<file path="src/rtl/vx_ti_node_fetch_if.sv">
// Word-granular cache read port used by the T&I node fetch unit.
// The fetch unit is the master: it issues requests and sinks responses.
interface vx_ti_node_fetch_if #(
    parameter int WORD_BITS = 32,
    parameter int TAG_BITS  = 4
);
    logic                 cache_req_valid;
    logic [31:0]          cache_req_addr;
    logic [TAG_BITS-1:0]  cache_req_tag;
    logic                 cache_req_ready;
    logic                 cache_rsp_valid;
    logic [WORD_BITS-1:0] cache_rsp_data;
    logic [TAG_BITS-1:0]  cache_rsp_tag;

    modport master (
        output cache_req_valid, cache_req_addr, cache_req_tag,
        input  cache_req_ready, cache_rsp_valid, cache_rsp_data, cache_rsp_tag
    );

    modport slave (
        input  cache_req_valid, cache_req_addr, cache_req_tag,
        output cache_req_ready, cache_rsp_valid, cache_rsp_data, cache_rsp_tag
    );
endinterface

</file>
<file path="src/rtl/vx_ti_node_fetch.sv">
// Fetches one BVH node as a burst of word reads and assembles the payload;
// responses may return out of order and are placed by tag.
//
// state | meaning
// IDLE  | waiting for start, ready_out high
// ISSUE | issuing word requests 0..N-1 to the cache
// WAIT  | all words issued, collecting outstanding responses
// DONE  | payload complete, valid_out pulse
module vx_ti_node_fetch #(
    parameter int DATA_BITS = 384,
    parameter int WORD_BITS = 32,
    parameter int TAG_BITS  = 4
) (
    input  logic                 clk,
    input  logic                 reset,
    input  logic                 start,
    input  logic [31:0]          mem_addr,
    input  logic [5:0]           mem_size,
    output logic [DATA_BITS-1:0] mem_data,
    output logic                 valid_out,
    output logic                 ready_out,
    output logic                 size_err,
    vx_ti_node_fetch_if.master   cache
);
    localparam int NUM_WORDS = DATA_BITS / WORD_BITS;
    localparam int CNT_BITS  = $clog2(NUM_WORDS + 1);

    localparam logic [1:0] IDLE  = 2'd0;
    localparam logic [1:0] ISSUE = 2'd1;
    localparam logic [1:0] WAIT  = 2'd2;
    localparam logic [1:0] DONE  = 2'd3;

    logic [1:0]           state;
    logic [31:0]          baseAddr;
    logic [CNT_BITS-1:0]  wordCnt;
    logic [CNT_BITS-1:0]  issueIdx;
    logic [NUM_WORDS-1:0] pending;
    logic [NUM_WORDS-1:0] issueMask;
    logic [NUM_WORDS-1:0] rspMask;
    logic [NUM_WORDS-1:0] pendingNext;
    logic [DATA_BITS-1:0] memData;
    logic                 sizeErr;
    logic                 issueFire;
    logic                 lastIssue;
    logic [6:0]           sizeRound;
    logic                 reqClamp;
    logic [CNT_BITS-1:0]  reqWords;

    assign sizeRound = (7'(mem_size) + 7'd3) >> 2;
    assign reqClamp  = sizeRound > 7'(NUM_WORDS);
    assign reqWords  = reqClamp ? CNT_BITS'(NUM_WORDS) : CNT_BITS'(sizeRound);

    assign issueFire = (state == ISSUE) && cache.cache_req_ready;
    assign lastIssue = issueFire && (issueIdx == wordCnt - CNT_BITS'(1));

    // A response may target the word being accepted this very cycle, so the
    // hit check looks at the pending set including this cycle's issue.
    assign issueMask   = issueFire ? (NUM_WORDS'(1) << issueIdx) : '0;
    assign rspMask     = {NUM_WORDS{cache.cache_rsp_valid}}
                       & (NUM_WORDS'(1) << cache.cache_rsp_tag)
                       & (pending | issueMask);
    assign pendingNext = (pending | issueMask) & ~rspMask;

    assign cache.cache_req_valid = (state == ISSUE);
    assign cache.cache_req_addr  = baseAddr + (32'(issueIdx) << 2);
    assign cache.cache_req_tag   = TAG_BITS'(issueIdx);

    assign mem_data  = memData;
    assign valid_out = (state == DONE);
    assign ready_out = (state == IDLE);
    assign size_err  = sizeErr;

    always_ff @(posedge clk or negedge reset) begin
        if (!reset) begin
            state    <= IDLE;
            baseAddr <= '0;
            wordCnt  <= '0;
            issueIdx <= '0;
            pending  <= '0;
            memData  <= '0;
            sizeErr  <= 1'b0;
        end else begin
            case (state)
                IDLE: begin
                    if (start) begin
                        baseAddr <= mem_addr & ~32'h3;
                        wordCnt  <= reqWords;
                        issueIdx <= '0;
                        pending  <= '0;
                        memData  <= '0;
                        sizeErr  <= reqClamp;
                        state    <= (mem_size == 6'd0) ? DONE : ISSUE;
                    end
                end
                ISSUE: begin
                    pending <= pendingNext;
                    if (issueFire) begin
                        issueIdx <= issueIdx + CNT_BITS'(1);
                        if (lastIssue)
                            state <= (pendingNext == '0) ? DONE : WAIT;
                    end
                end
                WAIT: begin
                    pending <= pendingNext;
                    if (pendingNext == '0)
                        state <= DONE;
                end
                DONE:    state <= IDLE;
                default: state <= IDLE;
            endcase

            for (int k = 0; k < NUM_WORDS; k++) begin
                if (rspMask[k])
                    memData[k*WORD_BITS +: WORD_BITS] <= cache.cache_rsp_data;
            end
        end
    end
endmodule

</file>
<file path="src/flat_wrapper.sv">
// flat-port wrapper written by rule: the top's interface ports become plain ports
module vx_ti_node_fetch_flat 
#(
    parameter int DATA_BITS = 384,
    parameter int WORD_BITS = 32,
    parameter int TAG_BITS  = 4
)
  (clk, reset, start, mem_addr, mem_size, mem_data, valid_out, ready_out, size_err, cache_cache_req_valid, cache_cache_req_addr, cache_cache_req_tag, cache_cache_req_ready, cache_cache_rsp_valid, cache_cache_rsp_data, cache_cache_rsp_tag);
  vx_ti_node_fetch_if #(.WORD_BITS(WORD_BITS), .TAG_BITS(TAG_BITS)) cache_i ();
  input  logic clk;
  input  logic reset;
  input  logic start;
  input  logic [31:0] mem_addr;
  input  logic [5:0] mem_size;
  output logic [DATA_BITS-1:0] mem_data;
  output logic valid_out;
  output logic ready_out;
  output logic size_err;
  output wire logic [$bits(cache_i.cache_req_valid)-1:0] cache_cache_req_valid;
  output wire logic [$bits(cache_i.cache_req_addr)-1:0] cache_cache_req_addr;
  output wire logic [$bits(cache_i.cache_req_tag)-1:0] cache_cache_req_tag;
  input wire logic [$bits(cache_i.cache_req_ready)-1:0] cache_cache_req_ready;
  input wire logic [$bits(cache_i.cache_rsp_valid)-1:0] cache_cache_rsp_valid;
  input wire logic [$bits(cache_i.cache_rsp_data)-1:0] cache_cache_rsp_data;
  input wire logic [$bits(cache_i.cache_rsp_tag)-1:0] cache_cache_rsp_tag;
  assign cache_cache_req_valid = cache_i.cache_req_valid;
  assign cache_cache_req_addr = cache_i.cache_req_addr;
  assign cache_cache_req_tag = cache_i.cache_req_tag;
  assign cache_i.cache_req_ready = cache_cache_req_ready;
  assign cache_i.cache_rsp_valid = cache_cache_rsp_valid;
  assign cache_i.cache_rsp_data = cache_cache_rsp_data;
  assign cache_i.cache_rsp_tag = cache_cache_rsp_tag;
  vx_ti_node_fetch #(.DATA_BITS(DATA_BITS), .WORD_BITS(WORD_BITS), .TAG_BITS(TAG_BITS)) u_core (.clk(clk), .reset(reset), .start(start), .mem_addr(mem_addr), .mem_size(mem_size), .mem_data(mem_data), .valid_out(valid_out), .ready_out(ready_out), .size_err(size_err), .cache(cache_i));
endmodule
</file>
<file path="config.mk">
export PLATFORM = sky130hd
export DESIGN_NAME = vx_ti_node_fetch_flat
export DESIGN_NICKNAME = d
export VERILOG_FILES = /design/src/rtl/vx_ti_node_fetch_if.sv /design/src/rtl/vx_ti_node_fetch.sv /design/src/flat_wrapper.sv
export SDC_FILE = /design/constraint.sdc
export NUM_CORES = 1
export LEC_CHECK = 0
export ABC_AREA = 1
export BUFFER_PORTS_ARGS = -buffer_cell sky130_fd_sc_hd__buf_4
export CORE_MARGIN = 10
export CORE_UTILIZATION = 47
export CTS_CLUSTER_DIAMETER = 120
export DETAILED_ROUTE_END_ITERATION = 7
export PLACE_DENSITY = 0.76
export SLEW_MARGIN = 5
export SYNTH_ARGS = -nofsm -noshare
export SYNTH_HDL_FRONTEND = slang
export SYNTH_SLANG_ARGS = --single-unit
export TNS_END_PERCENT = 10
</file>
<file path="constraint.sdc">
create_clock -name clk -period 2.06 [get_ports clk]
set_input_delay 0.103 -clock clk [delete_from_list [all_inputs] [get_ports clk]]
set_output_delay 0.103 -clock clk [all_outputs]
set_load 0.02 [all_outputs]
</file>
==> flow_summary.ini <==
[critical_path]
worst-path-max-fanout = 3
worstPathArrival_ns = 2.83
critPathKind = flip-flop to output port
start_kind = flip-flop
cp-end-kind = output port
required_ns = 1.96

[min_path]
hold_path.class = input port to flip-flop

[drt]
totalWireLength_um = 68800
ant_nets = 0
vias_per_cell = 5.658
vias = 16480
wl_per_cell_um = 23.63
drt-initial-drc-count = 1676
drc = 0
firstDrtPassIters = 5

[placed_design]
dpl.hpwl_um = 47780
place_inst = 2759
place_ws_ns = -0.3032
placed_area_um2 = 22600
io_buffers = 498
gp_congestion = 0.9376

[floorplanning]
core_area_um2 = 37400
ios = 503
die_x_um = 214.0
rows = 71
die_area_um2 = 45810
die_h_um = 214.0
start_util_pct = 47.31

[synth]
yosys.area.top_type_share_pct = 61.81
synth_area_um2 = 17690
synth_top_cell_by_area = dfrtp_1
yosysSeqAreaShare_pct = 61.81
yosysWarnings = 0
synth_cells = 1821
synth.avg_cell_area_um2 = 9.716
ys_types = 34
ys_top_cells_by_area = dfrtp_1 62%, nand3_1 12%, o21ai_0 12%
synth-seq-cells = 437

[job]
maxCapViolCount = 0

[clock_tree]
h-tree-depth = 2
cts_tree = built
clk-insertion-delay-late_ns = 0.58
cts_made_buffers = 45
cts_buffer_depth = 3
clock-root-buffer = clkbuf_16
cts.sinks = 437
clk_pin_slew_ns = 0.07

[grt]
antenna_found_initial = 2
grt_first_pass_wirelength_um = 104200
gr-total-overflow = 0
grt_use_total_pct = 28.95
grt_max_degree = 65
grt_pass1_vias = 16680

[sta]
min_period_over_period_pct = 142.2
finalSetupTns_ns = -17.15
final-hold-violation-count = 0
fin_ws_ns = -0.8685
drv_slew = 0
skew_ns = 0.02493
holdWs_ns = 0.03772
tightestPinTransition_ns = 0.9984
max_freq_mhz = 341.5
max_slew_margin_pct = 33.36
finalWorstPathRequiredPeriod_ns = 2.928
rsz0062_at_grt = true
setup_viol = 28

[status]
outcome = complete, but fails checks
violations = negative setup slack

[final_layout]
final_area_um2 = 25480
final-seq-area_um2 = 10940
final_core_util_pct = 68.13
drive_gt1_share_pct = 33.82
antenna-diode-count = 0
multi_input_area_um2 = 6471
fill_cells = 2782
layoutNonFillerInstCount = 2912
nNetsFinal = 2461
syn_to_final_growth_pct = 44.01

[pwr]
peakVddDrop_mv = 0.7188
finalPower_mw = 26.52
power.density_nw_per_um2 = 1041
power.leakage_nw = 12.65
registers in the layout (all words and copies together) (netlist names):
register                    cells
u_core.wordCnt                  4
u_core.cache.cache_req_tag      4
u_core.state                    2
u_core.pending                 12
u_core.mem_data               384
u_core.baseAddr                30
u_core.size_err                 1
placed cells by master (no fill, tap or decap), types with 8 or more instances in the layout:
master         instances
buf_6                 23
dfrtp_1              433
nand2_1              132
ha_4                  10
o21ai_0              400
inv_1                 87
nand2_2               24
o22ai_1               14
nand3_2               17
buf_12                26
clkbuf_8              10
clkbuf_16             47
buf_4                560
xor2_1                15
inv_2                  8
nor2_4                 8
nor2_1                20
nand4_1               12
dlygate4sd3_1         45
nand3_1              391
per-layer routing:
metal  share of wire [%]  routed length [um]  track usage [%]
met1                  40               27190            37.06
met2                  45               31300            43.41
met3                 9.2                6315            8.251
met4                 5.8                4004            16.54
met5                   0                   0                0
worst max-delay path: stages, from the launching register on:
cell	delay (ns)
dfrtp_1	0.40
ha_4	0.18
inv_2	0.04
fa_2	0.37
o21ai_2	0.19
nand2_2	0.09
nor2_4	0.16
nand2_4	0.08
nor3_4	0.21
buf_6	0.16
buf_4	0.10
xor2_1	0.12
buf_4	0.16
cells in the mapped netlist (all sizes together):
cell type and instances:
a21oi 9, a311oi 1, a31oi 1, buf 24, clkbuf 135, conb 1, dfrtp 437, fa 1
ha 15, inv 97, nand2 163, nand3 415, nand4 14, nor2 31, nor3 11, nor4 4
o21a 1, o21ai 412, o21bai 1, o22ai 14, or2 1, xnor2 9, xor2 24
kinds of logic after synthesis:
| kind of cell | count (synthesis) | share of synthesized area, % |
|---|---|---|
| AO/OA/AOI/OAI | 439 | 12.59 |
| other | 1 | 0.02119 |
| XOR/XNOR | 33 | 1.634 |
| AND/OR/NAND/NOR | 639 | 17.28 |
| adder cells (fa/ha/maj) | 16 | 1.174 |
| buffers and inverters | 256 | 5.488 |
| flip-flops | 437 | 61.81 |
report_power, final:
group	leakage, nW	switching (mW)	internal, mW
clock network	0.781	3.50	5.29
logic	5.83	4.78	2.99
registers	6.03	0.690	9.28
total	12.6	8.97	17.5
cell type report:
class / count / share of cell area [%]
flip-flops and latches: 437 / 42.94
multi-input cells: 1129 / 25.40
repair buffers: 656 / 21.44
clock buffers: 64 / 5.259
well taps: 511 / 2.509
inverters: 97 / 1.453
clock inverters: 18 / 1.002
path summary, 6_finish.rpt:
check | startpoint | endpoint | slack, ns | depth (start not counted)
min reg2reg | u_core.baseAddr[5]$_DFFE_PN0P_ | u_core.baseAddr[5]$_DFFE_PN0P_ | 0.50 | 2
min in group asynchronous | reset | u_core.mem_data[51]$_DFFE_PN0P_ | 0.06 | 2
max | u_core.baseAddr[2]$_DFFE_PN0P_ | cache_cache_req_addr[18] | -0.87 | 12
min | cache_cache_rsp_tag[3] | u_core.pending[2]$_DFFE_PN0P_ | 0.04 | 5
max in group asynchronous | reset | u_core.mem_data[41]$_DFFE_PN0P_ | 1.06 | 3
max reg2reg | u_core.cache.cache_req_tag[0]$_DFFE_PN0P_ | u_core.mem_data[241]$_DFFE_PN0P_ | 0.03 | 11
timing repair:
| item | CTS | global route |
|---|---|---|
| setup endpoints to repair | 40 | 390 |
| pin swaps | 18 | 32 |
| hold buffers | 45 | 0 |
| gates resized for setup | 39 | 110 |
| hold endpoints to repair | 384 | 0 |
| buffers inserted | 9 | 23 |
(Power assumes the default switching activity.)
